[src/rtl/vec_mem_sequencer_if.sv]
// Bus bundle between the M-stage pipeline, the data memory and vec_mem_sequencer.
// The slave view belongs to the sequencer. The master view belongs to the environment
// (pipeline request side plus memory read data).
interface vec_mem_sequencer_if #(
    parameter int LANES = 4,
    parameter int WIDTH = 32
);
    // M-stage request
    logic                   memreqM;
    logic                   memwriteM;
    logic                   vectorM;
    logic [31:0]            addrM;
    logic [LANES*WIDTH-1:0] wdataM;

    // single-word data-memory port
    logic [31:0]            mem_addr;
    logic [WIDTH-1:0]       mem_wdata;
    logic                   mem_we;
    logic                   mem_re;
    logic [WIDTH-1:0]       mem_rdata;

    // pipeline control and vector load result
    logic                   stallM;
    logic [LANES*WIDTH-1:0] rdataM;
    logic                   rvalidM;

    modport master (
        output memreqM, memwriteM, vectorM, addrM, wdataM, mem_rdata,
        input  mem_addr, mem_wdata, mem_we, mem_re, stallM, rdataM, rvalidM
    );

    modport slave (
        input  memreqM, memwriteM, vectorM, addrM, wdataM, mem_rdata,
        output mem_addr, mem_wdata, mem_we, mem_re, stallM, rdataM, rvalidM
    );
endinterface

[src/rtl/vec_mem_sequencer.sv]
// MEM-stage sequencer. Scalar accesses pass straight through to the single-word
// data memory. A vector access is split into LANES word accesses while the pipeline
// is stalled. For vector loads, the returned words are gathered into one LANES*WIDTH
// result for the W stage.
module vec_mem_sequencer #(
    parameter int LANES = 4,
    parameter int WIDTH = 32
) (
    input  logic                 clk,
    input  logic                 reset,
    vec_mem_sequencer_if.slave   bus
);

    localparam int CW = (LANES > 2) ? $clog2(LANES) : 1;
    localparam logic [CW-1:0] LANE_ONE  = CW'(1'b1);
    localparam logic [CW-1:0] LAST_LANE = CW'(LANES - 1);

    typedef enum logic [1:0] {
        IDLE    = 2'd0,
        ISSUE   = 2'd1,
        LAST_RD = 2'd2
    } state_t;

    // Byte address of lane `lane` relative to a word-aligned base (wraps mod 2^32).
    function automatic logic [31:0] laneAddr(input logic [31:0] base, input logic [CW-1:0] lane);
        return base + {{(30-CW){1'b0}}, lane, 2'b00};
    endfunction

    state_t                 state_r;
    state_t                 nextState_s;
    logic [CW-1:0]          laneCnt_r;
    logic [CW-1:0]          prevLane_s;
    logic [31:0]            baseAddr_r;
    logic                   isStore_r;
    logic [WIDTH-1:0]       wdata_r   [LANES];
    logic [WIDTH-1:0]       laneBuf_r [LANES];
    logic [LANES*WIDTH-1:0] rdataHold_r;

    logic [31:0]            base_s;
    logic                   vecReq_s;
    logic [LANES*WIDTH-1:0] assembled_s;
    logic                   unusedAddrLsb_s;

    logic [31:0]            memAddr_s;
    logic [WIDTH-1:0]       memWdata_s;
    logic                   memWe_s;
    logic                   memRe_s;
    logic                   stall_s;
    logic [LANES*WIDTH-1:0] rdata_s;
    logic                   rvalid_s;

    assign base_s          = {bus.addrM[31:2], 2'b00};
    assign unusedAddrLsb_s = ^bus.addrM[1:0];
    assign vecReq_s        = bus.memreqM & bus.vectorM;
    assign prevLane_s      = laneCnt_r - LANE_ONE;

    // The top lane comes straight from memory in LAST_RD. Lower lanes come from the buffer.
    for (genvar g = 0; g < LANES - 1; g++) begin : g_asm
        assign assembled_s[g*WIDTH +: WIDTH] = laneBuf_r[g];
    end
    assign assembled_s[(LANES-1)*WIDTH +: WIDTH] = bus.mem_rdata;

    // Next-state and memory/pipeline outputs for the current state and inputs.
    always_comb begin
        nextState_s = state_r;
        memAddr_s   = 32'h0000_0000;
        memWdata_s  = '0;
        memWe_s     = 1'b0;
        memRe_s     = 1'b0;
        stall_s     = 1'b0;
        rdata_s     = rdataHold_r;
        rvalid_s    = 1'b0;
        case (state_r)
            IDLE: begin
                if (bus.memreqM) begin
                    memAddr_s  = base_s;
                    memWdata_s = bus.wdataM[WIDTH-1:0];
                    memWe_s    = bus.memwriteM;
                    memRe_s    = ~bus.memwriteM;
                    if (bus.vectorM) begin
                        stall_s     = 1'b1;
                        nextState_s = ISSUE;
                    end else begin
                        stall_s     = 1'b0;
                    end
                end else begin
                    nextState_s = IDLE;
                end
            end
            ISSUE: begin
                memAddr_s  = laneAddr(baseAddr_r, laneCnt_r);
                memWdata_s = wdata_r[laneCnt_r];
                memWe_s    = isStore_r;
                memRe_s    = ~isStore_r;
                if (laneCnt_r == LAST_LANE) begin
                    if (isStore_r) begin
                        // The final store lane releases the pipeline in the same cycle.
                        stall_s     = 1'b0;
                        nextState_s = IDLE;
                    end else begin
                        // The last load word is still in flight, so stay stalled one more cycle.
                        stall_s     = 1'b1;
                        nextState_s = LAST_RD;
                    end
                end else begin
                    stall_s = 1'b1;
                end
            end
            LAST_RD: begin
                rdata_s     = assembled_s;
                rvalid_s    = 1'b1;
                nextState_s = IDLE;
            end
            default: begin
                nextState_s = IDLE;
            end
        endcase
    end

    // State, lane counter, captured request and load data storage.
    always_ff @(posedge clk) begin
        if (reset) begin
            state_r     <= IDLE;
            laneCnt_r   <= '0;
            baseAddr_r  <= 32'h0000_0000;
            isStore_r   <= 1'b0;
            rdataHold_r <= '0;
            for (int i = 0; i < LANES; i++) begin
                wdata_r[i]   <= '0;
                laneBuf_r[i] <= '0;
            end
        end else begin
            state_r <= nextState_s;
            case (state_r)
                IDLE: begin
                    if (vecReq_s) begin
                        // Snapshot the request so upstream changes during the stall are harmless.
                        baseAddr_r <= base_s;
                        isStore_r  <= bus.memwriteM;
                        laneCnt_r  <= LANE_ONE;
                        for (int i = 0; i < LANES; i++) begin
                            wdata_r[i] <= bus.wdataM[i*WIDTH +: WIDTH];
                        end
                    end
                end
                ISSUE: begin
                    laneCnt_r <= laneCnt_r + LANE_ONE;
                    if (!isStore_r) begin
                        laneBuf_r[prevLane_s] <= bus.mem_rdata;
                    end
                end
                LAST_RD: begin
                    rdataHold_r <= assembled_s;
                end
                default: begin
                    laneCnt_r <= '0;
                end
            endcase
        end
    end

    assign bus.mem_addr  = memAddr_s;
    assign bus.mem_wdata = memWdata_s;
    assign bus.mem_we    = memWe_s;
    assign bus.mem_re    = memRe_s;
    assign bus.stallM    = stall_s;
    assign bus.rdataM    = rdata_s;
    assign bus.rvalidM   = rvalid_s;

endmodule

[src/flat_wrapper.sv]
// flat-port wrapper written by rule: the top's interface ports become plain ports
module vec_mem_sequencer_flat 
#(
    parameter int LANES = 4,
    parameter int WIDTH = 32
)
  (clk, reset, bus_memreqM, bus_memwriteM, bus_vectorM, bus_addrM, bus_wdataM, bus_mem_rdata, bus_mem_addr, bus_mem_wdata, bus_mem_we, bus_mem_re, bus_stallM, bus_rdataM, bus_rvalidM);
  vec_mem_sequencer_if #(.LANES(LANES), .WIDTH(WIDTH)) bus_i ();
  input  logic clk;
  input  logic reset;
  input wire logic [$bits(bus_i.memreqM)-1:0] bus_memreqM;
  input wire logic [$bits(bus_i.memwriteM)-1:0] bus_memwriteM;
  input wire logic [$bits(bus_i.vectorM)-1:0] bus_vectorM;
  input wire logic [$bits(bus_i.addrM)-1:0] bus_addrM;
  input wire logic [$bits(bus_i.wdataM)-1:0] bus_wdataM;
  input wire logic [$bits(bus_i.mem_rdata)-1:0] bus_mem_rdata;
  output wire logic [$bits(bus_i.mem_addr)-1:0] bus_mem_addr;
  output wire logic [$bits(bus_i.mem_wdata)-1:0] bus_mem_wdata;
  output wire logic [$bits(bus_i.mem_we)-1:0] bus_mem_we;
  output wire logic [$bits(bus_i.mem_re)-1:0] bus_mem_re;
  output wire logic [$bits(bus_i.stallM)-1:0] bus_stallM;
  output wire logic [$bits(bus_i.rdataM)-1:0] bus_rdataM;
  output wire logic [$bits(bus_i.rvalidM)-1:0] bus_rvalidM;
  assign bus_i.memreqM = bus_memreqM;
  assign bus_i.memwriteM = bus_memwriteM;
  assign bus_i.vectorM = bus_vectorM;
  assign bus_i.addrM = bus_addrM;
  assign bus_i.wdataM = bus_wdataM;
  assign bus_i.mem_rdata = bus_mem_rdata;
  assign bus_mem_addr = bus_i.mem_addr;
  assign bus_mem_wdata = bus_i.mem_wdata;
  assign bus_mem_we = bus_i.mem_we;
  assign bus_mem_re = bus_i.mem_re;
  assign bus_stallM = bus_i.stallM;
  assign bus_rdataM = bus_i.rdataM;
  assign bus_rvalidM = bus_i.rvalidM;
  vec_mem_sequencer #(.LANES(LANES), .WIDTH(WIDTH)) u_core (.clk(clk), .reset(reset), .bus(bus_i));
endmodule
[config.mk]
export PLATFORM = sky130hd
export DESIGN_NAME = vec_mem_sequencer_flat
export DESIGN_NICKNAME = d
export VERILOG_FILES = /design/src/rtl/vec_mem_sequencer_if.sv /design/src/rtl/vec_mem_sequencer.sv /design/src/flat_wrapper.sv
export SDC_FILE = /design/constraint.sdc
export NUM_CORES = 1
export LEC_CHECK = 0
export BUFFER_PORTS_ARGS = -buffer_cell sky130_fd_sc_hd__buf_2
export CORE_ASPECT_RATIO = 0.6
export CORE_MARGIN = 5
export CORE_UTILIZATION = 52
export DETAILED_ROUTE_END_ITERATION = 10
export GPL_TIMING_DRIVEN = 0
export PLACE_DENSITY = 0.85
export SLEW_MARGIN = 20
export SYNTH_ARGS = -nofsm -noshare
export SYNTH_HDL_FRONTEND = slang
export SYNTH_SLANG_ARGS = --single-unit
[constraint.sdc]
create_clock -name clk -period 10.2 [get_ports clk]
set_clock_uncertainty 0.05 [all_clocks]
set_input_delay 2.04 -clock clk [delete_from_list [all_inputs] [get_ports clk]]
set_output_delay 2.04 -clock clk [all_outputs]
set_load 0.05 [all_outputs]
==> Flow_metrics.wiki <==
{| class="wikitable"
! Metric !! Value
|-
| DR WL/cell || 21.8 um
|-
| Most frequent standard cell in the layout excluding fill and tap cells || sky130_fd_sc_hd__buf_2
|-
| Startpoint of the lowest-slack register-to-register path || u_core.state_r[1]
|-
| Peak clock frequency supported by timing || roughly 160 MHz
|-
| Die Span X || between 200 and 250 um
|-
| Combinational cell fraction of total power || 9.5%
|-
| Initial DRC Count || ~1k
|-
| Worst R2R End || u_core.wdata_r[3][12]
|-
| Routed vias/inst || roughly 5.4
|-
| Hold Path Cell Cnt || 1
|-
| DRC errors left || 0
|-
| Share of the clock period used by the worst path after layout || 60.9%
|-
| Maximum net fanout on the critical path || 10
|-
| Relative area change from synthesis to final layout || 22.4%
|-
| Internal reg-to-reg setup slack || about 6.9 ns
|-
| Power share of the sequential group || between 50 and 60%
|-
| Chip Height || about 150 um
|-
| FFs w/ async S/R, synth || 0%
|-
| Gate count after technology mapping || approximately 1.2k
|-
| Compound-Gate Fraction of Synth Area || roughly 4.7%
|-
| DPL Wire Length || approximately 34000 um
|-
| Standard cell core area || 0.0312 sq mm
|-
| Total negative setup slack || 0 ns
|-
| Synthesized-area fraction occupied by xor and xnor cells || around 1.5%
|-
| Number of core rows || 50
|-
| Number of nets in the final layout || approximately 1.9k
|-
| Grt total ovfl || 0
|-
| Endpoint type of the worst setup path || primary output
|-
| Sequential share of the synthesized area || between 60% and 70%
|-
| Max Root-Sink Buffers || 3
|-
| Final Hold Violating Endpoints || 0
|-
| Distinct cell type count after synthesis || 47
|-
| Finished Core Util || 64.4%
|-
| Largest net degree at the start of global routing || 89
|-
| End point of the worst hold path || u_core.baseAddr_r[31]
|-
| Post-route minimum period || 6.21 ns
|-
| Count of max-cap constraint violations || 0
|-
| Number of warnings printed during yosys synthesis || 0
|-
| Power density cells || ~170 mW/mm^2
|-
| Worst Hold Class || flip-flop to flip-flop
|-
| Worst slew pin tran || ~1 ns
|-
| First-pass detailed-route iteration total || 5
|-
| RSZ-0062 raised after global routing || false
|-
| Reported leakage power || about 8.7 nW
|-
| Start point of the worst min-delay path || u_core.baseAddr_r[31]
|-
| Wire length of the first global-routing pass || about 69000 um
|-
| Critical path start-end classification || primary input to primary output
|-
| Adder and majority cell fraction of the synthesized area || 0.351%
|-
| Worst supply voltage drop on vdd || approximately 150 uV
|-
| Largest family of logic cells by synthesized area || simple AND/OR/NAND/NOR gates
|-
| Post-detailed-route count of antenna-violating nets || 0
|-
| Overall via count from detail_route || between 10k and 15k
|-
| RePlAce Congestion || between 0.8 and 0.9
|-
| Worst reg-to-reg path cell count || 6
|-
| Vias in the first global route || around 12k
|-
| TritonCTS clock tree || yes
|-
| Simple-gate share of the synthesized area || roughly 17%
|-
| Primary flip-flop cell chosen by synthesis mapping || sky130_fd_sc_hd__edfxtp_1
|-
| Initial antenna violation count || 4
|-
| Worst-Skew Late Latency || 0.54 ns
|-
| Internal Pwr Total || 0.00256 W
|-
| Overall power consumption || approximately 0.0034 W
|-
| Detailed-route wire length || between 40000 and 50000 um
|-
| Buffer type at the clock tree root || sky130_fd_sc_hd__clkbuf_16
|-
| Number of setup buffers added after CTS || 0
|-
| Register clock-pin slew on the reported worst setup and hold paths || 0.07 ns
|-
| Initial standard-cell utilization of the core || a little over half
|-
| Count of cells resized by post-cts repair || 0
|-
| CTS H-tree depth || 2
|-
| Run status || complete, no violations
|-
| Switching portion of total power || between 20 and 25%
|-
| Inserted Clock Buffers || 36
|-
| Buffers on Ports || around 390
|-
| Summed instance area of the synthesized netlist || ~0.016 sq mm
|-
| Count of final setup violators || 0
|-
| Most frequent cells in the layout || sky130_fd_sc_hd__buf_2, sky130_fd_sc_hd__and2_1, sky130_fd_sc_hd__edfxtp_1
|-
| Worst setup SP type || primary input
|-
| Mean cell area of the mapped netlist || between 10 and 15 sq um
|-
| Seq cells post-synth || 389
|-
| Clock share of power || roughly two fifths
|-
| Post-synth EDFFs || 224
|-
| Global-route total usage across every layer || about a quarter
|-
| Share of final-layout standard cells stronger than drive strength 1 || about 37%
|-
| Arrival time of the worst setup path || approximately 4.1 ns
|-
| Critical path required time || just over 8 ns
|-
| Switching power of the nets || about 0.00084 W
|-
| Die ar. || 0.0353 sq mm
|-
| Number of buffers inserted by hold repair at cts || 0
|-
| Number of clock sinks || about 390
|-
| Multiplexer share of the synthesized area || a little over an eighth
|-
| Count of pins over their slew limit || 0
|-
| I/O pin count || just under 400
|-
| Headroom to the max-slew limit || about a third
|}
-- cells by family (layout without fill, tap and decap cells) --
family	Yosys count	in the layout
compound gates	101	101
mux	160	160
buf+inv	89	542
fa+ha+maj	4	4
flops	389	389
xor+xnor	28	28
simple gates	455	455
other cells	1	6
-- registers in the layout, indices dropped and copies added (netlist names), named ones only --
register	cells
u_core.baseAddr_r	30
u_core.state_r	2
u_core.isStore_r	1
u_core.wdata_r	128
u_core.rdataHold_r	128
u_core.laneCnt_r	2
u_core.laneBuf_r	96
-- area by class of cell --
| class | instances | area, sq um |
|---|---|---|
| antenna | 4 | 10.0 |
| buffer | 84 | 357 |
| clock buffer | 48 | 1020 |
| clock inverter | 17 | 146 |
| fill | 2326 | 11100 |
| inverter | 5 | 23.8 |
| multi-input combinational | 750 | 5980 |
| sequential | 389 | 10000 |
| tap | 416 | 520 |
| timing repair buffer | 388 | 1960 |
-- power groups by stage --
stage,Combinational [W],Sequential [W],Clock [W]
4_1_cts,0.000323,0.00174,0.00136
3_3_place_gp,0.000315,0.00177,0
5_1_grt,0.000343,0.00175,0.00143
2_1_floorplan,0.000203,0.00177,0
3_5_place_dp,0.000322,0.00178,0
6_report,0.000323,0.00174,0.00134
-- through the flow --
| stage | std cells | instance area, sq um | setup WS (ns) | hold WS, ns |
|---|---|---|---|---|
| final | 2101 | 20100 | 3.99 | 0.458 |
| after global routing | 2101 | 20100 | 3.82 | 0.475 |
| after CTS | 2097 | 20000 | 3.96 | 0.460 |
| after detailed placement | 2032 | 18900 | 3.95 | 0.425 |
| after global placement | 2031 | 18800 | 3.96 | 0.418 |
| after floorplan | 1228 | 16400 | 4.46 | 0.406 |
-- worst max-delay path by stage --
stage	depth (start not counted)	startpoint	end
finish	7	bus_memreqM	bus_mem_addr[8]
global route	6	bus_memreqM	bus_mem_wdata[7]
CTS	6	bus_memreqM	bus_mem_wdata[9]
detailed placement	6	bus_memreqM	bus_mem_wdata[9]
global placement	6	bus_memreqM	bus_mem_wdata[5]
floorplan	5	bus_memreqM	bus_mem_re
-- synth_stat cells (7+ instances only) --
cell type / count / area share, %
sky130_fd_sc_hd__and2_1: 228 / 8.7
sky130_fd_sc_hd__edfxtp_1: 224 / 41
sky130_fd_sc_hd__dfxtp_1: 165 / 20
sky130_fd_sc_hd__nor2b_1: 129 / 4.9
sky130_fd_sc_hd__mux2_2: 119 / 8.2
sky130_fd_sc_hd__a22o_1: 64 / 3.4
sky130_fd_sc_hd__clkbuf_1: 57 / 1.3
sky130_fd_sc_hd__nand2_1: 42 / 0.96
sky130_fd_sc_hd__mux4_2: 32 / 4.4
sky130_fd_sc_hd__buf_2: 21 / 0.64
sky130_fd_sc_hd__o21ai_0: 17 / 0.52
sky130_fd_sc_hd__xor2_1: 15 / 0.80
sky130_fd_sc_hd__xnor2_1: 13 / 0.69
sky130_fd_sc_hd__nor2_1: 10 / 0.23
sky130_fd_sc_hd__o21ai_1: 10 / 0.31
sky130_fd_sc_hd__and3_1: 9 / 0.34
sky130_fd_sc_hd__mux2_1: 9 / 0.62
sky130_fd_sc_hd__nand4_1: 8 / 0.31
sky130_fd_sc_hd__nand3_1: 7 / 0.21
-- critical path, cell delays in order --
cell and delay, ns:
sky130_fd_sc_hd__buf_2 0.10, sky130_fd_sc_hd__nor3b_1 0.23, sky130_fd_sc_hd__clkbuf_1 0.63, sky130_fd_sc_hd__buf_1 0.51, sky130_fd_sc_hd__nand2_1 0.10, sky130_fd_sc_hd__o21ai_0 0.17
sky130_fd_sc_hd__buf_2 0.34
-- routing by layer --
metal	vias to the layer above	GRT usage, %	share of wire (%)
met5	-	0	0
li1	5197	-	-
met2	520	39.4	45
met4	0	8.87	3.6
met3	88	5.76	8.7
met1	5635	35.4	42
(Power assumes the default switching activity.)
